File: src/rtl/bus_pkg.sv
// Shared definitions for the bus transmit arbiter: FSM states, header layout, Gray map.
package bus_pkg;
  localparam int SRC_ID_W     = 2;
  localparam int DEST_W       = 2;
  localparam int HDR_DEST_LSB = 6;  // header bits [7:6]
  localparam int HDR_SRC_LSB  = 4;  // header bits [5:4]; [3:0] reserved, always zero

  typedef enum logic [1:0] {
    ST_IDLE = 2'd0,
    ST_HDR  = 2'd1,
    ST_DATA = 2'd2
  } state_e;

  // Binary to reflected Gray: 0->00, 1->01, 2->11, 3->10
  function automatic logic [DEST_W-1:0] gray_map(input logic [DEST_W-1:0] b);
    return b ^ (b >> 1);
  endfunction
endpackage

File: src/rtl/rr_arbiter.sv
// Combinational round-robin pick: first request strictly after ptr_i, wrapping.
module rr_arbiter
  import bus_pkg::*;
#(
  parameter int N = 4
) (
  input  logic [N-1:0]          req_i,
  input  logic [SRC_ID_W-1:0]   ptr_i,
  output logic [N-1:0]          gnt_o,
  output logic [SRC_ID_W-1:0]   idx_o,
  output logic                  any_o
);

  // Walk the N candidates in rotated order and take the first requester
  always_comb begin
    logic [SRC_ID_W-1:0] c;
    logic                found;
    gnt_o = '0;
    idx_o = '0;
    found = 1'b0;
    c     = ptr_i;
    for (int k = 0; k < N; k++) begin
      c = (c == SRC_ID_W'(N - 1)) ? '0 : c + SRC_ID_W'(1);
      if (!found && req_i[c]) begin
        found    = 1'b1;
        gnt_o[c] = 1'b1;
        idx_o    = c;
      end
    end
    any_o = found;
  end

endmodule

File: src/rtl/bus_tx_arbiter.sv
// Bus transmit arbiter: round-robin grant, Gray-coded header beat, then
// zero-latency passthrough of the winner until last, beat limit or stall timeout.
module bus_tx_arbiter
  import bus_pkg::*;
#(
  parameter int NUM_SRC   = 4,
  parameter int MAX_BEATS = 16,
  parameter int TIMEOUT   = 32
) (
  input  logic                   clk,
  input  logic                   reset,
  input  logic [NUM_SRC-1:0]     src_valid,
  input  logic [8*NUM_SRC-1:0]   src_data,
  input  logic [NUM_SRC-1:0]     src_last,
  input  logic [2*NUM_SRC-1:0]   src_dest,
  output logic [NUM_SRC-1:0]     src_ready,
  output logic [NUM_SRC-1:0]     ack,
  output logic                   bus_valid,
  output logic [7:0]             bus_data,
  output logic                   bus_last,
  input  logic                   bus_ready,
  output logic                   xfer_abort
);

  localparam int BEAT_W  = $clog2(MAX_BEATS + 1);
  localparam int STALL_W = $clog2(TIMEOUT);

  state_e              state_q, state_d;
  logic [SRC_ID_W-1:0] rr_ptr_q, rr_ptr_d;
  logic [SRC_ID_W-1:0] gnt_q, gnt_d;
  logic [NUM_SRC-1:0]  ack_q, ack_d;
  logic [DEST_W-1:0]   dest_q, dest_d;
  logic [BEAT_W-1:0]   beat_q, beat_d;
  logic [STALL_W-1:0]  stall_q, stall_d;

  logic [NUM_SRC-1:0]  arb_gnt;
  logic [SRC_ID_W-1:0] arb_idx;
  logic                arb_any;

  logic                g_valid, g_last;
  logic [7:0]          g_data;

  rr_arbiter #(.N(NUM_SRC)) u_rr (
    .req_i (src_valid),
    .ptr_i (rr_ptr_q),
    .gnt_o (arb_gnt),
    .idx_o (arb_idx),
    .any_o (arb_any)
  );

  assign g_valid = src_valid[gnt_q];
  assign g_last  = src_last[gnt_q];
  assign g_data  = src_data[int'(gnt_q)*8 +: 8];
  assign ack     = ack_q;

  // Next-state and bus outputs; everything idles to zero outside HDR/DATA
  always_comb begin
    state_d    = state_q;
    rr_ptr_d   = rr_ptr_q;
    gnt_d      = gnt_q;
    ack_d      = ack_q;
    dest_d     = dest_q;
    beat_d     = beat_q;
    stall_d    = stall_q;
    src_ready  = '0;
    bus_valid  = 1'b0;
    bus_data   = '0;
    bus_last   = 1'b0;
    xfer_abort = 1'b0;
    unique case (state_q)
      ST_IDLE: begin
        if (arb_any) begin
          gnt_d   = arb_idx;
          ack_d   = arb_gnt;
          dest_d  = src_dest[int'(arb_idx)*2 +: 2];
          state_d = ST_HDR;
        end
      end
      ST_HDR: begin
        // Header is committed once granted, independent of the source's valid
        bus_valid = 1'b1;
        bus_data[HDR_DEST_LSB +: DEST_W]  = gray_map(dest_q);
        bus_data[HDR_SRC_LSB +: SRC_ID_W] = gnt_q;
        if (bus_ready) begin
          beat_d  = '0;
          stall_d = '0;
          state_d = ST_DATA;
        end
      end
      ST_DATA: begin
        bus_valid        = g_valid;
        bus_data         = g_valid ? g_data : 8'h00;
        src_ready[gnt_q] = bus_ready;
        bus_last         = g_valid & (g_last | (beat_q == BEAT_W'(MAX_BEATS - 1)));
        if (g_valid) begin
          stall_d = '0;
          if (bus_ready) begin
            beat_d = beat_q + BEAT_W'(1);
            if (bus_last) begin
              state_d  = ST_IDLE;
              rr_ptr_d = gnt_q;
              ack_d    = '0;
            end
          end
        end else if (stall_q == STALL_W'(TIMEOUT - 1)) begin
          // Stalled source: drop the frame without a last beat
          xfer_abort = 1'b1;
          state_d    = ST_IDLE;
          rr_ptr_d   = gnt_q;
          ack_d      = '0;
        end else begin
          stall_d = stall_q + STALL_W'(1);
        end
      end
      default: state_d = ST_IDLE;
    endcase
  end

  // State registers; rr_ptr resets to the last source so source 0 wins first
  always_ff @(posedge clk or posedge reset) begin
    if (reset) begin
      state_q  <= ST_IDLE;
      rr_ptr_q <= SRC_ID_W'(NUM_SRC - 1);
      gnt_q    <= '0;
      ack_q    <= '0;
      dest_q   <= '0;
      beat_q   <= '0;
      stall_q  <= '0;
    end else begin
      state_q  <= state_d;
      rr_ptr_q <= rr_ptr_d;
      gnt_q    <= gnt_d;
      ack_q    <= ack_d;
      dest_q   <= dest_d;
      beat_q   <= beat_d;
      stall_q  <= stall_d;
    end
  end

endmodule

File: config.mk
export PLATFORM = sky130hd
export DESIGN_NAME = bus_tx_arbiter
export DESIGN_NICKNAME = d
export VERILOG_FILES = /design/src/rtl/bus_pkg.sv /design/src/rtl/rr_arbiter.sv /design/src/rtl/bus_tx_arbiter.sv
export SDC_FILE = /design/constraint.sdc
export NUM_CORES = 1
export LEC_CHECK = 0
export CAP_MARGIN = 25
export CORE_UTILIZATION = 35
export CTS_BUF_LIST = sky130_fd_sc_hd__clkbuf_8
export DETAILED_ROUTE_END_ITERATION = 8
export SYNTH_ARGS = -nofsm -noshare
export SYNTH_HDL_FRONTEND = slang
export SYNTH_SLANG_ARGS = --single-unit
File: constraint.sdc
create_clock -name clk -period 3.7 [get_ports clk]
set_clock_uncertainty 0.2 [all_clocks]
set_input_delay 0.74 -clock clk [delete_from_list [all_inputs] [get_ports clk]]
set_output_delay 0.74 -clock clk [all_outputs]
set_load 0.02 [all_outputs]
==> metrics <==
Routed WL per cell about 14 microns; PD cells between 600 and 700 nW/um^2; Worst-path clk slew 80 ps; drt total wl approximately 5.2 mm; EDFF count, synth 0; DRC 0; DR iter-0 viols between 200 and 250; Clock Tree Buf Depth 2; vias in the first global route 1947; CP Class primary input to output port; reg2reg start rr_ptr_q[0]$_DFFE_PP1P_; Clock Tree Root clkbuf_8; CP Max Fanout 18; final setup violating endpoints 0; crit-path cells clkdlybuf4s50_1, mux4_2, buf_4, and3_1, clkdlybuf4s50_1; H-tree levels 1; Largest stage delay, worst path approximately 540 ps; Netlist cell types 53; Post-DP Area roughly 2900 sq um; Post-Syn Nets between 300 and 400; post-CTS setup buffers 0; Final Max Slew Viols 0; crit path launch type primary input; Antenna Cells 0; antenna violations before repair 0; Global Route Usage Sum 0.172; pin count of the biggest net entering global routing 23; Non-Filler Instances 382; Setup crit end kind output port; fin crit share 0.960; Syn Area/Cell 8.97 sq um; commonest non-fill, non-tap cell in the layout clkdlybuf4s50_1; worst hold start ack[3]$_DFFE_PP0P_; PortBufs between 60 and 70; synthesized area about 2200 sq um; CTS sink count 22; Final ANT Viol Nets 0; Worst-Skew Late Latency 270 ps; Yosys reg bits 22; Resize count post-CTS 0; area grow syn2layout 39.6%; drt first pass iters 4; status finished clean; Top FF cell, synth dfrtp_1; Pleak around 0.0013 uW; post-DP HPWL ~4.1 mm; post-synth top area share 0.232; Most common cell on crit path clkdlybuf4s50_1; Die Area between 6000 and 7000 sq um; Final Hold Fails 0; Starting Density 0.365; Final min period between 3000 and 4000 ps; asr flop ratio synth 1.00; GRT overflow 0; TritonCTS clock tree built; vias 2035; Ys Warns 0; cts hold-fix bufs 0; core box area 5920 sq um; worst vdd ir approximately 0.33 mV; Worst setup startpoint src_valid[3]; die height ~80 microns; final instance area slightly above 3000 sq um; ranking of synthesized cells by area dfrtp_1 23%, mux4_2 11%, ha_1 8.7%, nand2_1 4.5%, o21ai_0 4.2%; routed vias/inst roughly 5.3; hold_ws 285 ps; post-synthesis sequential area ratio 0.256; Req. time, crit path about 2800 ps; Worst-Margin Slew 854 ps; Synth area leader dfrtp_1; I/O pins 70; global-route wire length before repair 8.94 mm; Row Count 28; hold crit path type flip-flop to flip-flop; placer congestion estimate just under 0.8; highest-count cells in the layout ignoring fill and taps 63 x clkdlybuf4s50_1, 26 x nand2_1, 20 x dfrtp_1; Max Clk Rate about 280 MHz; CTS Buf Count 3; Syn Inst Count approximately 240; worst rel slew slack 0.430; die width ~80 microns; Nets roughly 370; count of max-cap constraint violations 0; layout cells sized above 1 0.134; placed cell count 378; Setup TNS 0 ps; CP Data Arrival Time 2610 ps; slowest stage cell, crit path clkdlybuf4s50_1; RSZ-0062 raised after global routing false
## synthesized netlist by cell type (3+ instances only)
master,n
o21a_1,3
mux4_2,11
o221ai_1,3
nand2_1,26
clkbuf_1,9
nor2_1,15
nor2b_1,12
and3_1,6
inv_1,14
nand3_1,6
a21oi_1,5
buf_2,6
a22oi_1,5
o21ai_0,18
nand2b_1,3
dfrtp_1,20
a22o_1,4
mux2i_1,5
nor3b_1,5
nor3_1,3
ha_1,15
buf_6,3
## cell type report
type	count	area (sq um)
clock buffer	3	41.3
clock inverter	1	30.0
timing repair buffer	80	788
fill	566	2900
multi-input combinational	187	1460
sequential	22	553
tap	75	93.8
inverter	14	52.6
## power breakdown
part,internal (uW),leakage (uW),switching (uW)
clock,145,0.0000357,83.4
sequential,326,0.000284,77.9
combinational,638,0.000999,688
## cell families (layout without fill, tap and decap cells)
| logic type | after synthesis | after routing | share of synthesized area |
|---|---|---|---|
| muxes | 19 | 19 | 0.155 |
| adders and majority gates | 15 | 15 | 0.0869 |
| xor gates and xnor gates | 1 | 1 | 0.00405 |
| buffers and inverters | 32 | 98 | 0.0695 |
| AOI/OAI and AO/OA | 64 | 64 | 0.215 |
| and+or+nand+nor | 88 | 88 | 0.214 |
| DFF | 22 | 22 | 0.256 |
## routing by layer
| layer | track usage | part of all wire |
|---|---|---|
| met2 | 0.285 | 0.46 |
| met3 | 0.0273 | 0.043 |
| met5 | 0 | 0 |
| met1 | 0.237 | 0.48 |
| met4 | 0.0321 | 0.0094 |
## stage by stage
stage,util,total power [uW],setup slack [ps]
2_1_floorplan,-,1390,809
3_3_place_gp,0.495,1750,38.9
3_5_place_dp,0.495,1750,13.0
4_1_cts,0.507,1990,4.12
5_1_grt,0.510,2130,81.7
6_report,0.510,1960,147
## worst max-delay path: cells and delay by family
family,cells,cell delay (ps)
buffers and inverters,3,1180
muxes,1,520
and+or+nand+nor,1,170
## worst paths after layout
path / to / slack (ps) / cells after the start
worst max-delay path: bus_data[2] / 150 / 5
worst min-delay path: ack[3]$_DFFE_PP0P_ / 280 / 2
worst max register to register: ack[1]$_DFFE_PP0P_ / 770 / 6
worst min register to register: ack[3]$_DFFE_PP0P_ / 280 / 2
max in group asynchronous: gnt_q[0]$_DFFE_PP0P_ / 2030 / 2
min in group asynchronous: ack[2]$_DFFE_PP0P_ / 740 / 2
## flip-flops by register name, summed over array words and instances, names as in the netlist
name,cells
stall_q,5
ack,4
state_q,2
beat_q,5
dest_q,2
gnt_q,2
rr_ptr_q,2
No activity file was read; power rests on OpenSTA's default activity.
